`src/rtl/mc_ctrl_fsm_if.sv`:
```
// rtl/mc_ctrl_fsm_if.sv - memory request/ready handshake between control FSM and unified memory port
//
// Signals:
//   mem_req   - memory request, held until mem_ready
//   mem_we    - store qualifier for mem_req
//   adr_src   - memory address select: 0 = PC, 1 = ALU-out register
//   mem_ready - memory completes the current request this cycle
// Modports: master (control FSM side), slave (memory side).

interface mc_ctrl_fsm_if;
    logic mem_req;
    logic mem_we;
    logic adr_src;
    logic mem_ready;

    modport master (
        output mem_req,
        output mem_we,
        output adr_src,
        input  mem_ready
    );

    modport slave (
        input  mem_req,
        input  mem_we,
        input  adr_src,
        output mem_ready
    );
endinterface

```
`src/rtl/mc_ctrl_fsm.sv`:
```
// rtl/mc_ctrl_fsm.sv - multi-cycle RISC-V main control FSM
//
// Sequences fetch/decode/execute/memory/writeback over a shared ALU, register
// file and unified memory port. Outputs are Moore (state only) except the
// FETCH strobes gated by mem_ready and the BRANCH pc_write gated by zero/func3.
//
// Ports:
//   clk, rst      - core clock; asynchronous active-high reset
//   mem           - memory handshake (mem_req, mem_we, adr_src, mem_ready)
//   opcode, func3 - instruction register fields
//   zero          - ALU zero flag
//   ir_write, pc_write, reg_write - datapath write strobes
//   alu_src_a, alu_src_b, ALUOp, alu_imm, result_src - datapath selects
//   illegal       - sticky illegal-instruction flag (TRAP state)
//   instret       - retired instruction count
//   state_o       - current state encoding
//
// Optional feature: MC_CTRL_PERF_EN enables the 32-bit instret counter;
// when undefined instret is tied to zero.

module mc_ctrl_fsm (
    input  logic              clk,
    input  logic              rst,
    mc_ctrl_fsm_if.master     mem,
    input  logic [6:0]        opcode,
    input  logic [2:0]        func3,
    input  logic              zero,
    output logic              ir_write,
    output logic              pc_write,
    output logic              reg_write,
    output logic [1:0]        alu_src_a,
    output logic [1:0]        alu_src_b,
    output logic [1:0]        ALUOp,
    output logic              alu_imm,
    output logic [1:0]        result_src,
    output logic              illegal,
    output logic [31:0]       instret,
    output logic [3:0]        state_o
);

    typedef enum logic [3:0] {
        FETCH  = 4'd0,
        DECODE = 4'd1,
        MEMADR = 4'd2,
        MEMRD  = 4'd3,
        MEMWB  = 4'd4,
        MEMWR  = 4'd5,
        EXECR  = 4'd6,
        EXECI  = 4'd7,
        ALUWB  = 4'd8,
        BRANCH = 4'd9,
        JAL    = 4'd10,
        TRAP   = 4'd11
    } state_t;

    localparam logic [6:0] OP_LOAD   = 7'b0000011;
    localparam logic [6:0] OP_STORE  = 7'b0100011;
    localparam logic [6:0] OP_RTYPE  = 7'b0110011;
    localparam logic [6:0] OP_ITYPE  = 7'b0010011;
    localparam logic [6:0] OP_BRANCH = 7'b1100011;
    localparam logic [6:0] OP_JAL    = 7'b1101111;

    state_t state_q, state_d;

    always_ff @(posedge clk or posedge rst) begin
        if (rst) begin
            state_q <= FETCH;
        end else begin
            state_q <= state_d;
        end
    end

    always_comb begin
        state_d     = state_q;
        mem.mem_req = 1'b0;
        mem.mem_we  = 1'b0;
        mem.adr_src = 1'b0;
        ir_write    = 1'b0;
        pc_write    = 1'b0;
        reg_write   = 1'b0;
        alu_src_a   = 2'b00;
        alu_src_b   = 2'b00;
        ALUOp       = 2'b00;
        alu_imm     = 1'b0;
        result_src  = 2'b00;
        illegal     = 1'b0;

        case (state_q)
            FETCH: begin
                // ALU computes PC+4 while the instruction is read
                mem.mem_req = 1'b1;
                alu_src_b   = 2'b10;
                result_src  = 2'b10;
                if (mem.mem_ready) begin
                    ir_write = 1'b1;
                    pc_write = 1'b1;
                    state_d  = DECODE;
                end
            end
            DECODE: begin
                // old PC + imm: branch/jump target parked in ALU-out
                alu_src_a = 2'b01;
                alu_src_b = 2'b01;
                case (opcode)
                    OP_LOAD, OP_STORE: state_d = MEMADR;
                    OP_RTYPE:          state_d = EXECR;
                    OP_ITYPE:          state_d = EXECI;
                    OP_BRANCH:         state_d = BRANCH;
                    OP_JAL:            state_d = JAL;
                    default:           state_d = TRAP;
                endcase
            end
            MEMADR: begin
                alu_src_a = 2'b10;
                alu_src_b = 2'b01;
                state_d   = (opcode == OP_LOAD) ? MEMRD : MEMWR;
            end
            MEMRD: begin
                mem.mem_req = 1'b1;
                mem.adr_src = 1'b1;
                if (mem.mem_ready) state_d = MEMWB;
            end
            MEMWB: begin
                result_src = 2'b01;
                reg_write  = 1'b1;
                state_d    = FETCH;
            end
            MEMWR: begin
                mem.mem_req = 1'b1;
                mem.mem_we  = 1'b1;
                mem.adr_src = 1'b1;
                if (mem.mem_ready) state_d = FETCH;
            end
            EXECR: begin
                alu_src_a = 2'b10;
                ALUOp     = 2'b10;
                state_d   = ALUWB;
            end
            EXECI: begin
                alu_src_a = 2'b10;
                alu_src_b = 2'b01;
                ALUOp     = 2'b10;
                alu_imm   = 1'b1;
                state_d   = ALUWB;
            end
            ALUWB: begin
                reg_write = 1'b1;
                state_d   = FETCH;
            end
            BRANCH: begin
                alu_src_a = 2'b10;
                ALUOp     = 2'b01;
                pc_write  = ((func3 == 3'b000) && zero) || ((func3 == 3'b001) && !zero);
                state_d   = ((func3 == 3'b000) || (func3 == 3'b001)) ? FETCH : TRAP;
            end
            JAL: begin
                // PC <- target; ALU then forms old PC + 4 for the link write in ALUWB
                alu_src_a = 2'b01;
                alu_src_b = 2'b10;
                pc_write  = 1'b1;
                state_d   = ALUWB;
            end
            TRAP: begin
                illegal = 1'b1;
            end
            default: begin
                state_d = FETCH;
            end
        endcase

        // Reset is asynchronous on the outputs too: a pending request drops at once
        if (rst) begin
            mem.mem_req = 1'b0;
            mem.mem_we  = 1'b0;
            mem.adr_src = 1'b0;
            ir_write    = 1'b0;
            pc_write    = 1'b0;
            reg_write   = 1'b0;
            alu_src_a   = 2'b00;
            alu_src_b   = 2'b00;
            ALUOp       = 2'b00;
            alu_imm     = 1'b0;
            result_src  = 2'b00;
            illegal     = 1'b0;
        end
    end

    assign state_o = state_q;

`ifdef MC_CTRL_PERF_EN
    logic        retire;
    logic [31:0] instret_q, instret_d;

    // An instruction retires on the edge that leaves its final state
    assign retire = (state_q == ALUWB) || (state_q == MEMWB) ||
                    ((state_q == BRANCH) && ((func3 == 3'b000) || (func3 == 3'b001))) ||
                    ((state_q == MEMWR) && mem.mem_ready);

    always_comb begin
        instret_d = instret_q;
        if (retire) instret_d = instret_q + 32'd1;
    end

    always_ff @(posedge clk or posedge rst) begin
        if (rst) begin
            instret_q <= 32'd0;
        end else begin
            instret_q <= instret_d;
        end
    end

    assign instret = instret_q;
`else
    assign instret = 32'h0;
`endif

endmodule

```
`src/flat_wrapper.sv`:
```
// flat-port wrapper written by rule: the top's interface ports become plain ports
module mc_ctrl_fsm_flat 
  (clk, rst, opcode, func3, zero, ir_write, pc_write, reg_write, alu_src_a, alu_src_b, ALUOp, alu_imm, result_src, illegal, instret, state_o, mem_mem_req, mem_mem_we, mem_adr_src, mem_mem_ready);
  mc_ctrl_fsm_if mem_i ();
  input  logic clk;
  input  logic rst;
  input  logic [6:0] opcode;
  input  logic [2:0] func3;
  input  logic zero;
  output logic ir_write;
  output logic pc_write;
  output logic reg_write;
  output logic [1:0] alu_src_a;
  output logic [1:0] alu_src_b;
  output logic [1:0] ALUOp;
  output logic alu_imm;
  output logic [1:0] result_src;
  output logic illegal;
  output logic [31:0] instret;
  output logic [3:0] state_o;
  output wire logic [$bits(mem_i.mem_req)-1:0] mem_mem_req;
  output wire logic [$bits(mem_i.mem_we)-1:0] mem_mem_we;
  output wire logic [$bits(mem_i.adr_src)-1:0] mem_adr_src;
  input wire logic [$bits(mem_i.mem_ready)-1:0] mem_mem_ready;
  assign mem_mem_req = mem_i.mem_req;
  assign mem_mem_we = mem_i.mem_we;
  assign mem_adr_src = mem_i.adr_src;
  assign mem_i.mem_ready = mem_mem_ready;
  mc_ctrl_fsm u_core (.clk(clk), .rst(rst), .mem(mem_i), .opcode(opcode), .func3(func3), .zero(zero), .ir_write(ir_write), .pc_write(pc_write), .reg_write(reg_write), .alu_src_a(alu_src_a), .alu_src_b(alu_src_b), .ALUOp(ALUOp), .alu_imm(alu_imm), .result_src(result_src), .illegal(illegal), .instret(instret), .state_o(state_o));
endmodule
```
`config.mk`:
```
export PLATFORM = sky130hd
export DESIGN_NAME = mc_ctrl_fsm_flat
export DESIGN_NICKNAME = d
export VERILOG_FILES = /design/src/rtl/mc_ctrl_fsm_if.sv /design/src/rtl/mc_ctrl_fsm.sv /design/src/flat_wrapper.sv
export SDC_FILE = /design/constraint.sdc
export NUM_CORES = 1
export LEC_CHECK = 0
export CAP_MARGIN = 0
export CELL_PAD_IN_SITES_DETAIL_PLACEMENT = 2
export CELL_PAD_IN_SITES_GLOBAL_PLACEMENT = 2
export CORE_MARGIN = 5
export CORE_UTILIZATION = 15
export DETAILED_ROUTE_END_ITERATION = 8
export PLACE_DENSITY_LB_ADDON = 0.1
export RECOVER_POWER = 25
export SLEW_MARGIN = 20
export SYNTH_ARGS = -nofsm -noshare
export SYNTH_HDL_FRONTEND = slang
export SYNTH_SLANG_ARGS = --single-unit
```
`constraint.sdc`:
```
create_clock -name clk -period 1.7 [get_ports clk]
set_input_delay 0.255 -clock clk [delete_from_list [all_inputs] [get_ports clk]]
set_output_delay 0.255 -clock clk [all_outputs]
set_load 0.01 [all_outputs]
```
== Yosys cells after proc, flatten, opt, wreduce, memory -nomap -nowiden ==
Cells that the tools add are included.

* Logic and storage cells: 73
* Input port bits: 14
* Register bits after elaboration: 4
* Output and inout bits: 52

* Eq/ne operators: 21
* Bitwise gates (word level): 1
* Reduce and logical (&&, ||, !) cells: 18
* Mux-type cells: 32

{| class="wikitable"
|+ Operator list
! cell !! count
|-
| 4-bit case mux with 8 select lines || 1
|-
| 4-bit case mux with 5 select lines || 1
|-
| 4-bit by 3-bit equality test with 1-bit output (second input constant) || 4
|-
| 4-bit equality test (second input constant) || 4
|-
| 1-bit 2-to-1 mux || 16
|-
| 4-bit 2-to-1 mux || 4
|-
| 2-bit case mux with 2 select lines || 4
|-
| 7-bit by 6-bit equality test with 1-bit output (second input constant) || 2
|-
| 7-bit equality test (second input constant) || 2
|-
| 2-bit OR reduction || 6
|-
| 3-bit OR reduction || 3
|-
| 4-bit by 2-bit equality test with 1-bit output (second input constant) || 2
|-
| 2-bit 2-to-1 mux || 4
|-
| 7-bit by 2-bit equality test with 1-bit output (second input constant) || 1
|-
| 7-bit by 5-bit equality test with 1-bit output (second input constant) || 1
|-
| 2-bit inequality test (second input constant) || 3
|-
| 4-bit by 1-bit equality test with 1-bit output (second input constant) || 1
|-
| 4-bit zero test || 1
|-
| 4-bit AND reduction || 1
|-
| 4-bit OR reduction || 1
|-
| 3-bit by 1-bit equality test with 1-bit output (second input constant) || 1
|-
| 3-bit zero test || 1
|-
| 3-bit 2-to-1 mux || 1
|-
| 1-bit case mux with 3 select lines || 1
|-
| 4 further kinds || 6
|}

== Logic depth before layout (Yosys ltp) ==
Gate-level depths: netlist (run 1).

* Depth after elaboration: 5
* Mapped depth: 5
* Gate-level depth less buffers: 4

== Worst setup path before layout (run 1) ==
No wires, ideal clock.

* Path type: register to output
* Start: reg u_core.state_q[2] (netlist: u_core.state_o[2])
* End: out ir_write
* Arrival: 1,473 ps
* Cell stages (with the launch flop): 4
* Buffers on the path: 0
* Path slack: -28 ps
* Path through: dfrtp_1 -> nor2_1 -> nor4b_1 -> and2_1

* Word-level cells in the longest chain between the ends: 3

{| class="wikitable"
|+ RTL lines
! element !! RTL line !! source
|-
| start, declared || mc_ctrl_fsm.sv:63 || <nowiki>state_t state_q, state_d;</nowiki>
|-
| start signal, assigned || mc_ctrl_fsm.sv:69 || <nowiki>state_q <= state_d;</nowiki>
|-
| 4-bit zero test || mc_ctrl_fsm.sv:88 || <nowiki>case (state_q)</nowiki>
|-
| 1-bit 2-to-1 mux || mc_ctrl_fsm.sv:88 ||
|-
| 1-bit 2-to-1 mux || mc_ctrl_fsm.sv:172 || <nowiki>if (rst) begin</nowiki>
|-
| end, declared || flat_wrapper.sv:10 || <nowiki>output logic ir_write;</nowiki>
|}

No other way between the ends.

== Worst setup path in the final report (run 1) ==
* Start: reg u_core.state_q[2] (netlist: u_core.state_o[2])
* End: out alu_src_b[0]

* Word-level cells in the longest chain between the ends: 4

{| class="wikitable"
|+ RTL lines
! element !! RTL line !! source
|-
| 4-bit by 2-bit equality test with 1-bit output (tied with other cells) || mc_ctrl_fsm.sv:88 ||
|-
| 3-bit OR reduction (no line) or 2-bit OR reduction (tied branches) || - ||
|-
| 2-bit case mux with 2 select lines * || mc_ctrl_fsm.sv:88 ||
|-
| 2-bit 2-to-1 mux * || mc_ctrl_fsm.sv:172 ||
|-
| end, declared || flat_wrapper.sv:14 || <nowiki>output logic [1:0] alu_src_b;</nowiki>
|}

Every way passes the cells marked *; elsewhere a longest branch is shown, timed or not.

==> results of run 1 <==
==> per-stage QoR <==
step / cell area, um2 / util / instances / setup TNS (ps)
CTS: 1454 / 0.2847 / 256 / -311.0
floorplan: 914.6 / - / 143 / 0
finish: 1574 / 0.3082 / 263 / -29.76
detailed placement: 1301 / 0.2548 / 242 / -5438
global route: 1574 / 0.3082 / 263 / -289.3
global placement: 1301 / 0.2548 / 242 / -4506
==> area by class of cell <==
type | count | area [um2]
clock buffers | 3 | 41.29
fillers | 626 | 3533
inverters | 4 | 15.01
multi-input cells | 99 | 649.4
flip-flops and latches | 4 | 105.1
well taps | 70 | 87.58
repair buffers | 83 | 675.6
==> what timing repair did <==
item,in CTS,in global routing
hold endpoints to repair,0,0
pin swaps,7,8
endpoints found under the setup margin,19,14
setup buffers,11,7
gates resized for setup,67,30
==> routing by layer <==
layer  GRT usage  wire [um]  vias to the layer above
met2      0.2019       1917                       38
met3     0.01085        188                        4
met5           0          0                        -
met1      0.1156       1490                      463
li1            -          -                      480
met4     0.02941         35                        0
==> worst min-delay path by stage <==
stage | endpoint | depth (start not counted) | start | slack [ps]
global route | u_core.state_o[2]$_DFFE_PP0P_ | 3 | rst | 300
CTS | u_core.state_o[0]$_DFFE_PP0P_ | 3 | rst | 270
detailed placement | u_core.state_o[2]$_DFFE_PP0P_ | 3 | rst | 680
floorplan | u_core.state_o[0]$_DFFE_PP0P_ | 1 | rst | 20
global placement | u_core.state_o[1]$_DFFE_PP0P_ | 3 | rst | 660
finish | u_core.state_o[1]$_DFFE_PP0P_ | 3 | rst | 280
==> logic make-up after synthesis <==
group / Yosys count / share of synthesized area
compound gates: 12 / 0.1153
xor+xnor: 3 / 0.03318
buf+inv: 40 / 0.3618
flops: 4 / 0.1264
mux: 1 / 0.01264
other cells: 1 / 0.004735
simple gates: 51 / 0.3460
==> synthesized netlist by cell type, types with 2 or more instances <==
cell type  count  area, um2
buf_4         32      240.2
nor2_1        11      41.29
nand2_1       10      37.54
nor3_1         5      25.02
dfrtp_1        4      100.1
inv_1          4      15.01
and2_1         3      18.77
nand3_1        3      15.01
nor2b_1        3      18.77
or3_1          3      18.77
a21oi_1        2      10.01
and3_1         2      12.51
buf_6          2      22.52
nor4_1         2      12.51
nor4b_1        2      17.52
o21a_1         2      15.01
xor2_1         2      17.52
==> power breakdown <==
group | total (mW) | internal [mW] | leakage [nW] | switching, mW
logic | 1.95 | 1.07 | 0.731 | 0.873
registers | 0.226 | 0.152 | 0.0456 | 0.0742
clock network | 0.201 | 0.151 | 0.0216 | 0.0500
total | 2.37 | 1.38 | 0.799 | 0.997
==> worst max-delay path: cells and delay by family (launching register included) <==
kind / cells / cell delay (ps)
buffers and inverters: 4 / 490
flip-flops: 1 / 440
XOR/XNOR: 1 / 170
AND/OR/NAND/NOR: 1 / 100
AO/OA/AOI/OAI: 1 / 60
==> results.sh, run 1 <==
export IMPL_synth_flop_cell="dfrtp_1"
export IMPL_clkTransAtPathRegs_ps=30
export IMPL_synth_register_bits=4
export IMPL_placementRows=26
export IMPL_cts_hold_repair_buffers=0
export IMPL_gr_total_overflow=0
export IMPL_placement_io_buffers=33
export IMPL_synth_seq_area_share=0.1264
export IMPL_floorplan_core_area_mm2=0.005107
export IMPL_place_hpwl_um=2689
export IMPL_slowest_delay_ps=440
export IMPL_worst_setup_path_end_kind="primary output"
export IMPL_critical_path_endpoint="alu_src_b[0]"
export IMPL_wire_length_of_the_first_global_routing_pass_um=5368
export IMPL_area_delta_synth_final_pct=98.74
export IMPL_r2r_cells=6
export IMPL_timing_final_hold_violations=0
export IMPL_drt_initial_drc_count=11
export IMPL_crit_path_cells="buf_6, xor2_2, buf_4, inv_1, a21oi_2, nor3_2, buf_2"
export IMPL_total_power_mw=2.373
export IMPL_critical_path_source_type="flip-flop"
export IMPL_final_layout_size_suffix_gt1_frac=0.4922
export IMPL_route_detailed_drc=0
export IMPL_grt_use_total=0.1031
export IMPL_ys_async_sr_fraction=1.000
export IMPL_synth_area_um2=792.0
export IMPL_post_synth_cell_area_avg_um2=7.072
export IMPL_max_freq_ghz=0.5781
export IMPL_hold_ws_ps=277.6
export IMPL_cts_root_to_sink_buffers=2
export IMPL_max_vdd_ir_drop_mv=0.4454
export IMPL_cts_root_buf="clkbuf_8"
export IMPL_insertedDiodeCount=0
export IMPL_htree_num_levels=1
export IMPL_gpl_final_weighted_congestion=0.7627
export IMPL_avgViaCountPerCell=3.745
export IMPL_layout_setup_ws_ps=-29.76
export IMPL_failed_checks="negative setup slack"
export IMPL_synth_yosys_warnings=0
export IMPL_reg_to_reg_start="u_core.state_o[3]$_DFFE_PP0P_"
export IMPL_leakage_nw=0.7986
export IMPL_dieArea_mm2=0.006834
export IMPL_critical_path_startpoint="u_core.state_o[2]$_DFFE_PP0P_"
export IMPL_insertion_delay_ps=220
export IMPL_number_of_sinks_handled_by_clock_tree_synthesis=4
export IMPL_worst_r2r_setup_slack_ps=60
export IMPL_syn_instance_count=112
export IMPL_die_w_um=82.67
export IMPL_detailedRoute_firstPassIterationCount=3
export IMPL_drv_cap=0
export IMPL_timing_final_crit_share=1.018
export IMPL_min_clock_period_post_route_ps=1730
export IMPL_cts_inserted_buffers=3
export IMPL_chipHeight_um=82.67
export IMPL_count_of_flip_flops_with_a_built_in_enable_after_synthesis=0
export IMPL_r2r_end="u_core.state_o[0]$_DFFE_PP0P_"
export IMPL_setup_worst_path_class="reg2out"
export IMPL_ios=66
export IMPL_largest_register_ffs=4
export IMPL_via_count_of_the_first_global_routing_pass=1094
export IMPL_layout_commonest_cell="buf_4"
export IMPL_worst_setup_timing_slack_at_the_placement_stage_ps=-509.8
export IMPL_antenna_left=0
export IMPL_timing_critical_path_fanout_max=4
export IMPL_grt_start_max_net_pins=12
export IMPL_totalWireLength_um=3631
export IMPL_report_final_setup_viol=1
export IMPL_wire_per_inst_um=13.81
export IMPL_num_nets_final=209
export IMPL_outcome="complete, but fails checks"
export IMPL_worst_path_slowest_cell="dfrtp_2"
export IMPL_routed_via_count=985
export IMPL_starting_utilization_of_the_core_area=0.1551
export IMPL_layout_common_cells="buf_4, conb_1, clkdlybuf4s50_1"
export IMPL_cts_tree="built"
export IMPL_critPathRequiredTime_ps=1440
export IMPL_rsz0062_at_grt="yes"
export IMPL_finClkSkew_ps=0.2580
export IMPL_critPathArrivalTime_ps=1470
export IMPL_grt_antenna_before_repair=0
export IMPL_synth_distinct_cells=37
export IMPL_cellPowerDensity_mw_per_mm2=1508
export IMPL_maxSlewViolCount=0
export IMPL_holdCritPathClass="in2async"
Power figures use the tool's default switching activity.
==> inputs of run 2 (changes only) <==
--- a/config.mk
+++ b/config.mk
@@ -10,6 +10,7 @@
 export CELL_PAD_IN_SITES_GLOBAL_PLACEMENT = 2
 export CORE_MARGIN = 5
 export CORE_UTILIZATION = 15
+export CTS_CLUSTER_DIAMETER = 120
 export DETAILED_ROUTE_END_ITERATION = 8
 export PLACE_DENSITY_LB_ADDON = 0.1
 export RECOVER_POWER = 25
==> results of run 2 <==
No change in the layout: final DEF, timing and power equal those of run 1.
